### config.mk
export PLATFORM = sky130hd
export DESIGN_NAME = header_builder
export DESIGN_NICKNAME = d
export VERILOG_FILES = /design/src/rtl/header_builder.sv
export SDC_FILE = /design/constraint.sdc
export NUM_CORES = 1
export LEC_CHECK = 0
export ABC_CLOCK_PERIOD_IN_PS = 3100
export BUFFER_PORTS_ARGS = -buffer_cell sky130_fd_sc_hd__buf_2
export CAP_MARGIN = 25
export CORE_AREA = 3 3 324 326
export DETAILED_ROUTE_END_ITERATION = 12
export DIE_AREA = 0 0 327 329
export GPL_ROUTABILITY_DRIVEN = 0
export SLEW_MARGIN = 20
export SYNTH_ARGS = -nofsm -noshare
export SYNTH_HDL_FRONTEND = slang
export SYNTH_SLANG_ARGS = --single-unit
### constraint.sdc
create_clock -name clk -period 3.1 [get_ports clk]
set_input_delay 0.31 -clock clk [delete_from_list [all_inputs] [get_ports clk]]
set_output_delay 0.31 -clock clk [all_outputs]
set_load 0.05 [all_outputs]
### src/rtl/header_builder.sv
// Builds a 512-bit Ethernet/IPv4/TCP-or-UDP header beat followed by N payload beats on AXI4-Stream.
// Optional macro HEADER_BUILDER_IP_CSUM_EN adds a one-cycle CSUM state that fills in the IPv4 header checksum.
module header_builder #(
  parameter int C_M_AXIS_DATA_WIDTH = 512
) (
  input  logic                                 clk,
  input  logic                                 reset,
  input  logic                                 req_valid,
  output logic                                 req_ready,
  input  logic [47:0]                          req_dst_mac,
  input  logic [47:0]                          req_src_mac,
  input  logic [95:0]                          req_flow_id,
  input  logic                                 req_is_udp,
  input  logic [15:0]                          req_window,
  input  logic                                 req_syn,
  input  logic                                 req_fin,
  input  logic [7:0]                           req_payload_beats,
  output logic [C_M_AXIS_DATA_WIDTH-1:0]       m_tdata,
  output logic [C_M_AXIS_DATA_WIDTH/8-1:0]     m_tkeep,
  output logic                                 m_tvalid,
  output logic                                 m_tlast,
  input  logic                                 m_tready,
  output logic [31:0]                          pkt_count
);

  localparam int unsigned DATA_W = C_M_AXIS_DATA_WIDTH;
  localparam int unsigned KEEP_W = DATA_W / 8;

  typedef struct packed {
    logic [47:0] dst_mac;
    logic [47:0] src_mac;
    logic [95:0] flow_id;
    logic        is_udp;
    logic [15:0] window;
    logic        syn;
    logic        fin;
    logic [7:0]  beats;
  } req_t;

`ifdef HEADER_BUILDER_IP_CSUM_EN
  typedef enum logic [1:0] {S_IDLE, S_CSUM, S_HEADER, S_PAYLOAD} state_t;
`else
  typedef enum logic [1:0] {S_IDLE, S_HEADER, S_PAYLOAD} state_t;
`endif

  state_t      state, next_state;
  req_t        req_in, hdr_src;
  logic [15:0] hdr_csum;
  logic [7:0]  beats_q, beat;
  logic        hs, accept, load_hdr, start_pay, next_pay, done;

  // IPv4 total length for one header beat plus n payload beats, minus the 14-byte Ethernet header
  function automatic logic [15:0] ip_len(input logic [7:0] n);
    return 16'((17'(n) + 17'd1) * 17'd64 - 17'd14);
  endfunction

  function automatic logic [DATA_W-1:0] build_header(input req_t r, input logic [15:0] csum);
    logic [7:0]        b [KEEP_W];
    logic [15:0]       len, udp_len;
    logic [DATA_W-1:0] d;
    for (int k = 0; k < KEEP_W; k++) b[k] = 8'h00;
    len     = ip_len(r.beats);
    udp_len = len - 16'd20;
    for (int k = 0; k < 6; k++) begin
      b[k]     = r.dst_mac[8*(5-k) +: 8];
      b[6 + k] = r.src_mac[8*(5-k) +: 8];
    end
    b[12] = 8'h08;
    b[14] = 8'h45;
    b[16] = len[15:8];
    b[17] = len[7:0];
    b[22] = 8'h40;
    b[23] = r.is_udp ? 8'h11 : 8'h06;
    b[24] = csum[15:8];
    b[25] = csum[7:0];
    for (int k = 0; k < 12; k++) b[26 + k] = r.flow_id[8*(11-k) +: 8];
    if (r.is_udp) begin
      b[38] = udp_len[15:8];
      b[39] = udp_len[7:0];
    end else begin
      b[46] = 8'h50;
      b[47] = {6'b0, r.syn, r.fin};
      b[48] = r.window[15:8];
      b[49] = r.window[7:0];
    end
    for (int k = 0; k < KEEP_W; k++) d[8*k +: 8] = b[k];
    return d;
  endfunction

  assign req_in = '{dst_mac: req_dst_mac, src_mac: req_src_mac, flow_id: req_flow_id,
                    is_udp: req_is_udp, window: req_window, syn: req_syn, fin: req_fin,
                    beats: req_payload_beats};

`ifdef HEADER_BUILDER_IP_CSUM_EN
  req_t req_q;

  // Ones-complement sum over the ten 16-bit IPv4 header words with the checksum word as zero
  function automatic logic [15:0] ip_csum(input req_t r);
    logic [31:0] sum;
    sum = 32'h0000_4500 + 32'(ip_len(r.beats)) + {16'h0, 8'h40, (r.is_udp ? 8'h11 : 8'h06)}
        + 32'(r.flow_id[95:80]) + 32'(r.flow_id[79:64])
        + 32'(r.flow_id[63:48]) + 32'(r.flow_id[47:32]);
    sum = 32'(sum[15:0]) + 32'(sum[31:16]);
    sum = 32'(sum[15:0]) + 32'(sum[31:16]);
    return ~sum[15:0];
  endfunction

  assign hdr_src  = req_q;
  assign hdr_csum = ip_csum(req_q);
`else
  // Header is built straight from the request so it is valid the cycle after acceptance
  assign hdr_src  = req_in;
  assign hdr_csum = 16'h0000;
`endif

  assign m_tkeep = '1;

  always_ff @(posedge clk) begin
    if (reset) state <= S_IDLE;
    else       state <= next_state;
  end

  always_comb begin
    next_state = state;
    accept     = 1'b0;
    load_hdr   = 1'b0;
    start_pay  = 1'b0;
    next_pay   = 1'b0;
    done       = 1'b0;
    hs         = m_tvalid && m_tready;
    case (state)
      S_IDLE: begin
        if (req_valid && req_ready) begin
          accept = 1'b1;
`ifdef HEADER_BUILDER_IP_CSUM_EN
          next_state = S_CSUM;
`else
          next_state = S_HEADER;
          load_hdr   = 1'b1;
`endif
        end
      end
`ifdef HEADER_BUILDER_IP_CSUM_EN
      S_CSUM: begin
        next_state = S_HEADER;
        load_hdr   = 1'b1;
      end
`endif
      S_HEADER: begin
        if (hs) begin
          if (beats_q != 8'd0) begin
            next_state = S_PAYLOAD;
            start_pay  = 1'b1;
          end else begin
            next_state = S_IDLE;
            done       = 1'b1;
          end
        end
      end
      S_PAYLOAD: begin
        if (hs) begin
          if (m_tlast) begin
            next_state = S_IDLE;
            done       = 1'b1;
          end else begin
            next_pay = 1'b1;
          end
        end
      end
      default: next_state = S_IDLE;
    endcase
  end

  // Output beat registers only change on load or handshake, so they hold while stalled
  always_ff @(posedge clk) begin
    if (reset) begin
      req_ready <= 1'b0;
      m_tvalid  <= 1'b0;
      m_tlast   <= 1'b0;
      m_tdata   <= '0;
      pkt_count <= 32'd0;
      beats_q   <= 8'd0;
      beat      <= 8'd0;
`ifdef HEADER_BUILDER_IP_CSUM_EN
      req_q     <= '0;
`endif
    end else begin
      req_ready <= (next_state == S_IDLE);
      if (accept) begin
        beats_q <= req_payload_beats;
`ifdef HEADER_BUILDER_IP_CSUM_EN
        req_q   <= req_in;
`endif
      end
      if (load_hdr) begin
        m_tvalid <= 1'b1;
        m_tdata  <= build_header(hdr_src, hdr_csum);
        m_tlast  <= (hdr_src.beats == 8'd0);
      end
      if (start_pay) begin
        beat    <= 8'd0;
        m_tdata <= '0;
        m_tlast <= (beats_q == 8'd1);
      end
      if (next_pay) begin
        beat    <= beat + 8'd1;
        m_tdata <= {KEEP_W{beat + 8'd1}};
        m_tlast <= (beat + 8'd2 == beats_q);
      end
      if (done) begin
        m_tvalid  <= 1'b0;
        m_tlast   <= 1'b0;
        pkt_count <= pkt_count + 32'd1;
      end
    end
  end

endmodule

# Word level (Yosys, flattened, before mapping)

Index checks and enable logic that the tools add are counted.

Register bits after elaboration: 565
Bits of input ports: 223
Output and inout bits: 611
Word-level logic and storage cells: 57

Add/subtract/negate cells: 6
Equality and inequality tests: 4
Multiplexer cells: 30
Reduce and logical (&&, ||, !) cells: 9

Operators with widths:

| operator                                                               | count |
|---|---|
| 512-bit two-way mux                                                    | 3 |
| 32-bit by 1-bit adder with 32-bit output (second input constant)       | 1 |
| 31-bit two-way mux                                                     | 1 |
| 16-bit two-way mux                                                     | 1 |
| 8-bit two-way mux                                                      | 2 |
| 15-bit by 4-bit subtractor with 16-bit output (second input constant)  | 1 |
| 16-bit by 5-bit subtractor with 16-bit output (second input constant)  | 1 |
| 1-bit two-way mux                                                      | 15 |
| 2-bit two-way mux                                                      | 5 |
| 8-bit by 1-bit adder with 9-bit output (second input constant)         | 1 |
| 8-bit by 1-bit adder with 8-bit output (second input constant)         | 1 |
| 8-bit by 2-bit adder with 8-bit output (second input constant)         | 1 |
| 8-bit by 1-bit equality test with 1-bit output (second input constant) | 1 |
| 8-bit equality test                                                    | 1 |
| 8-bit zero test                                                        | 1 |
| 8-bit nonzero test                                                     | 1 |
| 2-bit one-hot mux with 3 select lines                                  | 1 |
| 5-bit two-way mux                                                      | 1 |
| 2-bit zero test                                                        | 2 |
| 3-bit nonzero test                                                     | 1 |
| 2-bit by 1-bit equality test with 1-bit output (second input constant) | 1 |
| 2-bit equality test (second input constant)                            | 1 |
| 1-bit logical AND                                                      | 2 |
| 1-bit one-hot mux with 2 select lines                                  | 1 |
| other kinds (2)                                                        | 2 |

# Depth between registers and ports, before layout

Depth in word-level cells: 7
Mapped depth: 10
Gate-level depth less buffers: 8

# Least setup slack after synthesis

OpenSTA, ideal clock, no wires.

Path kind: register to register
Start point: register pkt_count[9]
End point: register pkt_count[30]
Library setup time: 0.128 ns
Data arrival time: 2.050 ns
Required time: 2.972 ns
Setup slack: 0.923 ns
Cell stages (with the launch flop): 7
Buffers on the path: 0
Period minus slack after synthesis: 2.177 ns
Cell sequence: dfxtp_1 > nand4_1 > or4_1 > nor4_4 > nand4_1 > xor2_1 > nor2_1

Longest elaborated chain between the ends: 1

RTL lines:

| what                                     | line | text |
|---|---|---|
| start, declared                          | 23   | `output logic [31:0] pkt_count` |
| start signal, assigned                   | 213  | `pkt_count <= pkt_count + 32'd1;` |
| 32-bit by 1-bit adder with 32-bit output | 213  |  |

No other way between the ends.
A chain may end at the register's enable or synchronous reset.

# Worst setup path after layout

Start point: input port req_payload_beats[1]
End point: register m_tdata[309]

Longest elaborated chain between the ends: 7

RTL lines:

| what                                          | line | text |
|---|---|---|
| start, declared                               | 17   | `input logic [7:0] req_payload_beats,` |
| 8-bit by 1-bit adder with 9-bit output        | 54   | `return 16'((17'(n) + 17'd1) * 17'd64 - 17'd14);` |
| 15-bit by 4-bit subtractor with 16-bit output | 54   |  |
| 16-bit by 5-bit subtractor with 16-bit output | 63   | `udp_len = len - 16'd20;` |
| 16-bit two-way mux                            | 77   | `if (r.is_udp) begin` |
| 512-bit two-way mux                           | 195  | `if (load_hdr) begin` |
| 512-bit two-way mux                           | 200  | `if (start_pay) begin` |
| 512-bit two-way mux                           | 205  | `if (next_pay) begin` |
| end signal, assigned                          | 197  | `m_tdata <= build_header(hdr_src, hdr_csum);` |
| end signal, assigned                          | 207  | `m_tdata <= {KEEP_W{beat + 8'd1}};` |
| end, declared                                 | 18   | `output logic [C_M_AXIS_DATA_WIDTH-1:0] m_tdata,` |

No other way between the ends. The select of a mux whose other input is x is not followed.

==> results.md <==
Timing:
- Setup violations remaining at the end of the flow were counted as 0.
- The final max-slew violation count is 0.
- The post-route setup TNS is 0 ns.
- The minimum period implied by the final worst setup slack is approximately 2.5 ns.
- Setup slack on the critical path of the routed design comes to 0.551 ns.
- The worst clock skew is 0.0237 ns.
- At the pin with the least slew margin, the transition time is ~0.9 ns.
- The fraction of the cycle the final worst path needs is 0.822.
- In this run the tightest slew margin relative to its limit is 0.405.
- The number of hold violations in the final report is 0.
- Setup repair after global routing left no endpoint under its margin.
- For this run, the top clock speed supported by timing is 392 MHz.

GRT:
- The number of global-route vias before repair is roughly 13000.
- The highest-utilization routing layer at the global route stage is met2.
- Entering global routing, the biggest net connects 116 pins.
- In the global route stage, met2 resource usage came out at 0.174.
- Across every metal layer, demand over resource in global routing totals 0.112.
- The initial antenna violation count is 10.
- The met1 capacity usage during global routing is 0.153.
- The residual overflow from global routing is 0.
- The global-route wire length before repair is 91400 um.
- The global routing usage on met3 is 0.0285.

Hold path:
- The worst hold path belongs to the class in2reg.

Power:
- The net switching fraction of the power is 0.340.
- The net switching power is 4240 uW.
- The clock network fraction of design power is 0.418.
- The cell internal power dissipation is 8220 uW.
- The combinational share of power is 0.225.
- The leakage power figure is 0.00950 uW.
- Dividing total power by cell area gives a power density of 614 nW/um2.
- IR analysis of the VDD net gives a maximum drop of 0.474 mV.
- Of the total power, registers draw 0.357.

Worst setup path:
- The critical path launch point type is an input port.
- For the worst setup path, the data arrival time is 3.05 ns.
- The setup path with the least slack is of type in2reg.
- The maximum single-stage delay on the critical path is between 0.5 and 0.6 ns.
- In this run the worst path has a maximum fanout of 9.
- The worst setup path is captured at a flip-flop.
- The termination of the worst setup path is m_tdata[309]$_SDFFE_PP0P_.
- The required time at the worst-slack endpoint is approximately 3.6 ns.
- The cell at the slowest stage of the critical path is sky130_fd_sc_hd__dlygate4sd3_1.
- In this run the critical register-to-register path is captured at m_tdata[211]$_SDFFE_PP0P_.
- Setup slack on the worst reg-to-reg path comes out at 0.58 ns.
- Tracing the worst setup path back leads to its startpoint at req_payload_beats[1].
- The signal on the critical path passes through dlygate4sd3_1 > buf_2 > ha_1 > a21boi_0 > nor4b_1 > o211ai_1 > xnor2_1 > a31oi_1 > nor3_2.
- The number of cells on the worst reg-to-reg path is 7.
- The startpoint of the most critical register-to-register path is beats_q[4]$_SDFFE_PP0P_.

Detailed routing:
- The DRC violation total after the first TritonRoute iteration is 1026.
- The via count of the routed design is 14900.
- After detailed routing, the average wire length per cell comes to between 15 and 20 um.
- For this block, the routed nets add up to 65200 um of wire.
- In this run the remaining antenna-violating nets after routing total 0.
- The via-per-instance ratio is 3.92.
- After detailed routing, the number of remaining DRC violations is 0.
- For this run, the detailed router's first-pass iteration total came to 5.

Floorplan:
- The placeable core region is 102000 um2.
- The number of ports placed on the die boundary is roughly 830.
- The die is 329 um tall.
- From left edge to right edge, the die measures 327 um.
- The floorplan step defined a die boundary enclosing 108000 um2.
- After floorplanning, the core was divided into between 100 and 150 placement rows.
- The initial core utilization is 0.150.

Yosys:
- The number of enable flip-flop cells after synthesis is 0.
- The cell count after synthesis is 1922.
- The commonest register cell after synthesis is sky130_fd_sc_hd__dfxtp_1.
- The number of warnings issued by yosys is 0.
- The share of the Yosys chip area taken by registers is 0.400.
- The total of flip-flops plus latches after synthesis is 307.
- Averaged over all synthesized cells, the footprint is 7.99 um2.
- The netlist uses 70 different library cells.
- The cell area after technology mapping is 15300 um2.
- The async set or reset register ratio after synthesis is 0.

Clock tree:
- The H-tree generated during clock tree synthesis spans 2 levels.
- The clock transition at the register clock pins on the worst setup and hold paths after CTS is 0.06 ns.
- The TritonCTS buffer count is 41.
- The clock sink total is 307.
- The clock insertion delay at the later pin of the skew report is 0.58 ns.
- The total setup buffers inserted after CTS is 0.
- In this run the clock root is driven by a sky130_fd_sc_hd__clkbuf_16.
- The clock tree from TritonCTS is yes.
- The clock passes through at most 3 buffers.

Cells and area:
- Of the cells placed in the final design, the portion with a size suffix greater than 1 is 0.379.
- The number of cells in the finished layout apart from fillers is 3795.
- The storage element area is 6150 um2.
- The number of fill cells in the layout is 11500.
- In the final layout, the multi-input gates occupy about 6400 um2.
- Once layout is complete, the utilization of the core stands at 0.199.
- Relative to the synthesized area, the layout overhead comes to 32.2%.
- The final layout net count is 2619.
- The design area is 20300 um2.

Status:
- The run finished with clean final reports.

Flow run:
- The tool flagged a number of max-cap violations equal to 0.

Placement:
- The number of port buffers is 769.
- The half-perimeter wire length after placement is 47700 um.
- The pre-CTS worst setup slack is a little over 0.5 ns.
- After detailed placement, the design holds a cell count of around 3700.
- In this run the cell area measured after placement is between 15000 and 20000 um2.
[routing by layer]
metal | vias to the layer above | share of wire
met5 | - | 0.00064
met4 | 6 | 0.021
met3 | 85 | 0.073
met2 | 636 | 0.45
met1 | 7023 | 0.45
li1 | 7124 | -
[state kept, by name, summed over array words and instances, names as in the netlist]
signal / count
beat: 8
req_ready: 1
m_tlast: 1
pkt_count: 32
m_tdata: 254
beats_q: 8
state: 2
m_tvalid: 1
[placed cells by master, fill, tap and decap left out, types with 8 or more instances in the layout]
master / instances
sky130_fd_sc_hd__a211oi_1: 138
sky130_fd_sc_hd__a21oi_1: 59
sky130_fd_sc_hd__buf_12: 12
sky130_fd_sc_hd__buf_2: 768
sky130_fd_sc_hd__buf_4: 36
sky130_fd_sc_hd__clkbuf_16: 43
sky130_fd_sc_hd__clkbuf_8: 10
sky130_fd_sc_hd__conb_1: 64
sky130_fd_sc_hd__dfxtp_1: 307
sky130_fd_sc_hd__diode_2: 9
sky130_fd_sc_hd__dlygate4sd3_1: 8
sky130_fd_sc_hd__ha_1: 9
sky130_fd_sc_hd__inv_1: 9
sky130_fd_sc_hd__nand2_1: 45
sky130_fd_sc_hd__nand3_1: 16
sky130_fd_sc_hd__nand4_1: 16
sky130_fd_sc_hd__nor2_1: 438
sky130_fd_sc_hd__nor3_1: 34
sky130_fd_sc_hd__o21ai_0: 147
sky130_fd_sc_hd__o22ai_1: 81
sky130_fd_sc_hd__or3_1: 11
sky130_fd_sc_hd__xnor2_1: 19
sky130_fd_sc_hd__xor2_1: 29
[Yosys cell counts, types with 2 or more instances]
cell type | count | area share
sky130_fd_sc_hd__a211oi_1 | 138 | 0.067
sky130_fd_sc_hd__a21boi_0 | 3 | 0.0015
sky130_fd_sc_hd__a21oi_1 | 60 | 0.020
sky130_fd_sc_hd__a31oi_1 | 7 | 0.0029
sky130_fd_sc_hd__and2_1 | 6 | 0.0024
sky130_fd_sc_hd__and3_1 | 7 | 0.0029
sky130_fd_sc_hd__and4_1 | 6 | 0.0034
sky130_fd_sc_hd__buf_1 | 4 | 0.00098
sky130_fd_sc_hd__buf_2 | 55 | 0.018
sky130_fd_sc_hd__buf_4 | 322 | 0.16
sky130_fd_sc_hd__clkbuf_1 | 85 | 0.021
sky130_fd_sc_hd__clkinv_1 | 2 | 0.00049
sky130_fd_sc_hd__dfxtp_1 | 307 | 0.40
sky130_fd_sc_hd__ha_1 | 9 | 0.0073
sky130_fd_sc_hd__inv_1 | 9 | 0.0022
sky130_fd_sc_hd__nand2_1 | 47 | 0.011
sky130_fd_sc_hd__nand2b_1 | 2 | 0.00081
sky130_fd_sc_hd__nand3_1 | 18 | 0.0059
sky130_fd_sc_hd__nand4_1 | 16 | 0.0065
sky130_fd_sc_hd__nor2_1 | 441 | 0.11
sky130_fd_sc_hd__nor2_2 | 2 | 0.00081
sky130_fd_sc_hd__nor3_1 | 34 | 0.011
sky130_fd_sc_hd__nor3_2 | 2 | 0.0013
sky130_fd_sc_hd__nor4_1 | 5 | 0.0020
sky130_fd_sc_hd__nor4_4 | 3 | 0.0042
sky130_fd_sc_hd__o211a_1 | 2 | 0.0013
sky130_fd_sc_hd__o211ai_1 | 2 | 0.00098
sky130_fd_sc_hd__o21a_1 | 2 | 0.00098
sky130_fd_sc_hd__o21ai_0 | 147 | 0.048
sky130_fd_sc_hd__o21ai_1 | 2 | 0.00065
sky130_fd_sc_hd__o22ai_1 | 81 | 0.033
sky130_fd_sc_hd__or3_1 | 11 | 0.0045
sky130_fd_sc_hd__or4b_1 | 2 | 0.0013
sky130_fd_sc_hd__xnor2_1 | 19 | 0.011
sky130_fd_sc_hd__xor2_1 | 29 | 0.017
[worst min-delay path by stage]
stage,start,to,cells after the start
finish,req_payload_beats[6],beats_q[6]$_SDFFE_PP0P_,3
global route,req_window[15],m_tdata[391]$_SDFFE_PP0P_,3
detailed placement,m_tdata[311]$_SDFFE_PP0P_,m_tdata[311]$_SDFFE_PP0P_,2
floorplan,req_payload_beats[6],beats_q[6]$_SDFFE_PP0P_,2
global placement,m_tdata[399]$_SDFFE_PP0P_,m_tdata[399]$_SDFFE_PP0P_,2
CTS,req_payload_beats[6],beats_q[6]$_SDFFE_PP0P_,3
[cells by family (layout without fill, tap and decap cells)]
| group | count (synthesis) | count (layout) | share of synthesized area |
|---|---|---|---|
| AO/OA/AOI/OAI | 457 | 457 | 0.184 |
| flip-flops | 307 | 307 | 0.400 |
| AND/OR/NAND/NOR | 620 | 620 | 0.179 |
| adder cells (fa/ha/maj) | 9 | 9 | 0.00734 |
| XOR/XNOR | 48 | 48 | 0.0274 |
| multiplexers | 1 | 1 | 0.000652 |
| other | 1 | 73 | 0.000244 |
| buffers and inverters | 479 | 912 | 0.201 |
[layout make-up]
cell class | count | share of cell area
multi-input cells | 1199 | 0.317
inverters | 12 | 0.00222
repair buffers | 826 | 0.220
clock inverters | 14 | 0.0115
clock buffers | 60 | 0.0611
well taps | 1368 | 0.0844
diodes | 9 | 0.00111
flip-flops and latches | 307 | 0.303
[metrics by stage]
step                      hold slack (ns)  power [uW]
final                              0.0716       12500
after global placement              0.475        7320
after detailed placement            0.480        7340
after global routing               0.0380       13000
after CTS                         0.00147       12700
after floorplan                     0.446        6570
[critical path, delay by kind of cell]
kind / cells / cell delay, ns
compound gates: 3 / 0.50
fa+ha+maj: 1 / 0.35
xor+xnor: 1 / 0.44
buf+inv: 2 / 0.76
simple gates: 2 / 0.69
[power groups by stage]
| stage | sequential, uW | combinational (uW) | clock [uW] |
|---|---|---|---|
| 2_1_floorplan | 5550 | 1020 | 0 |
| 3_3_place_gp | 4520 | 2800 | 0 |
| 4_1_cts | 4450 | 2820 | 5430 |
| 6_report | 4450 | 2810 | 5200 |
| 5_1_grt | 4480 | 2990 | 5550 |
| 3_5_place_dp | 4530 | 2810 | 0 |
[timing repair]
action,in CTS,in global routing
endpoints found under the hold margin,8,0
resized for setup,0,0
hold buffers,8,0
(Power assumes the default switching activity.)
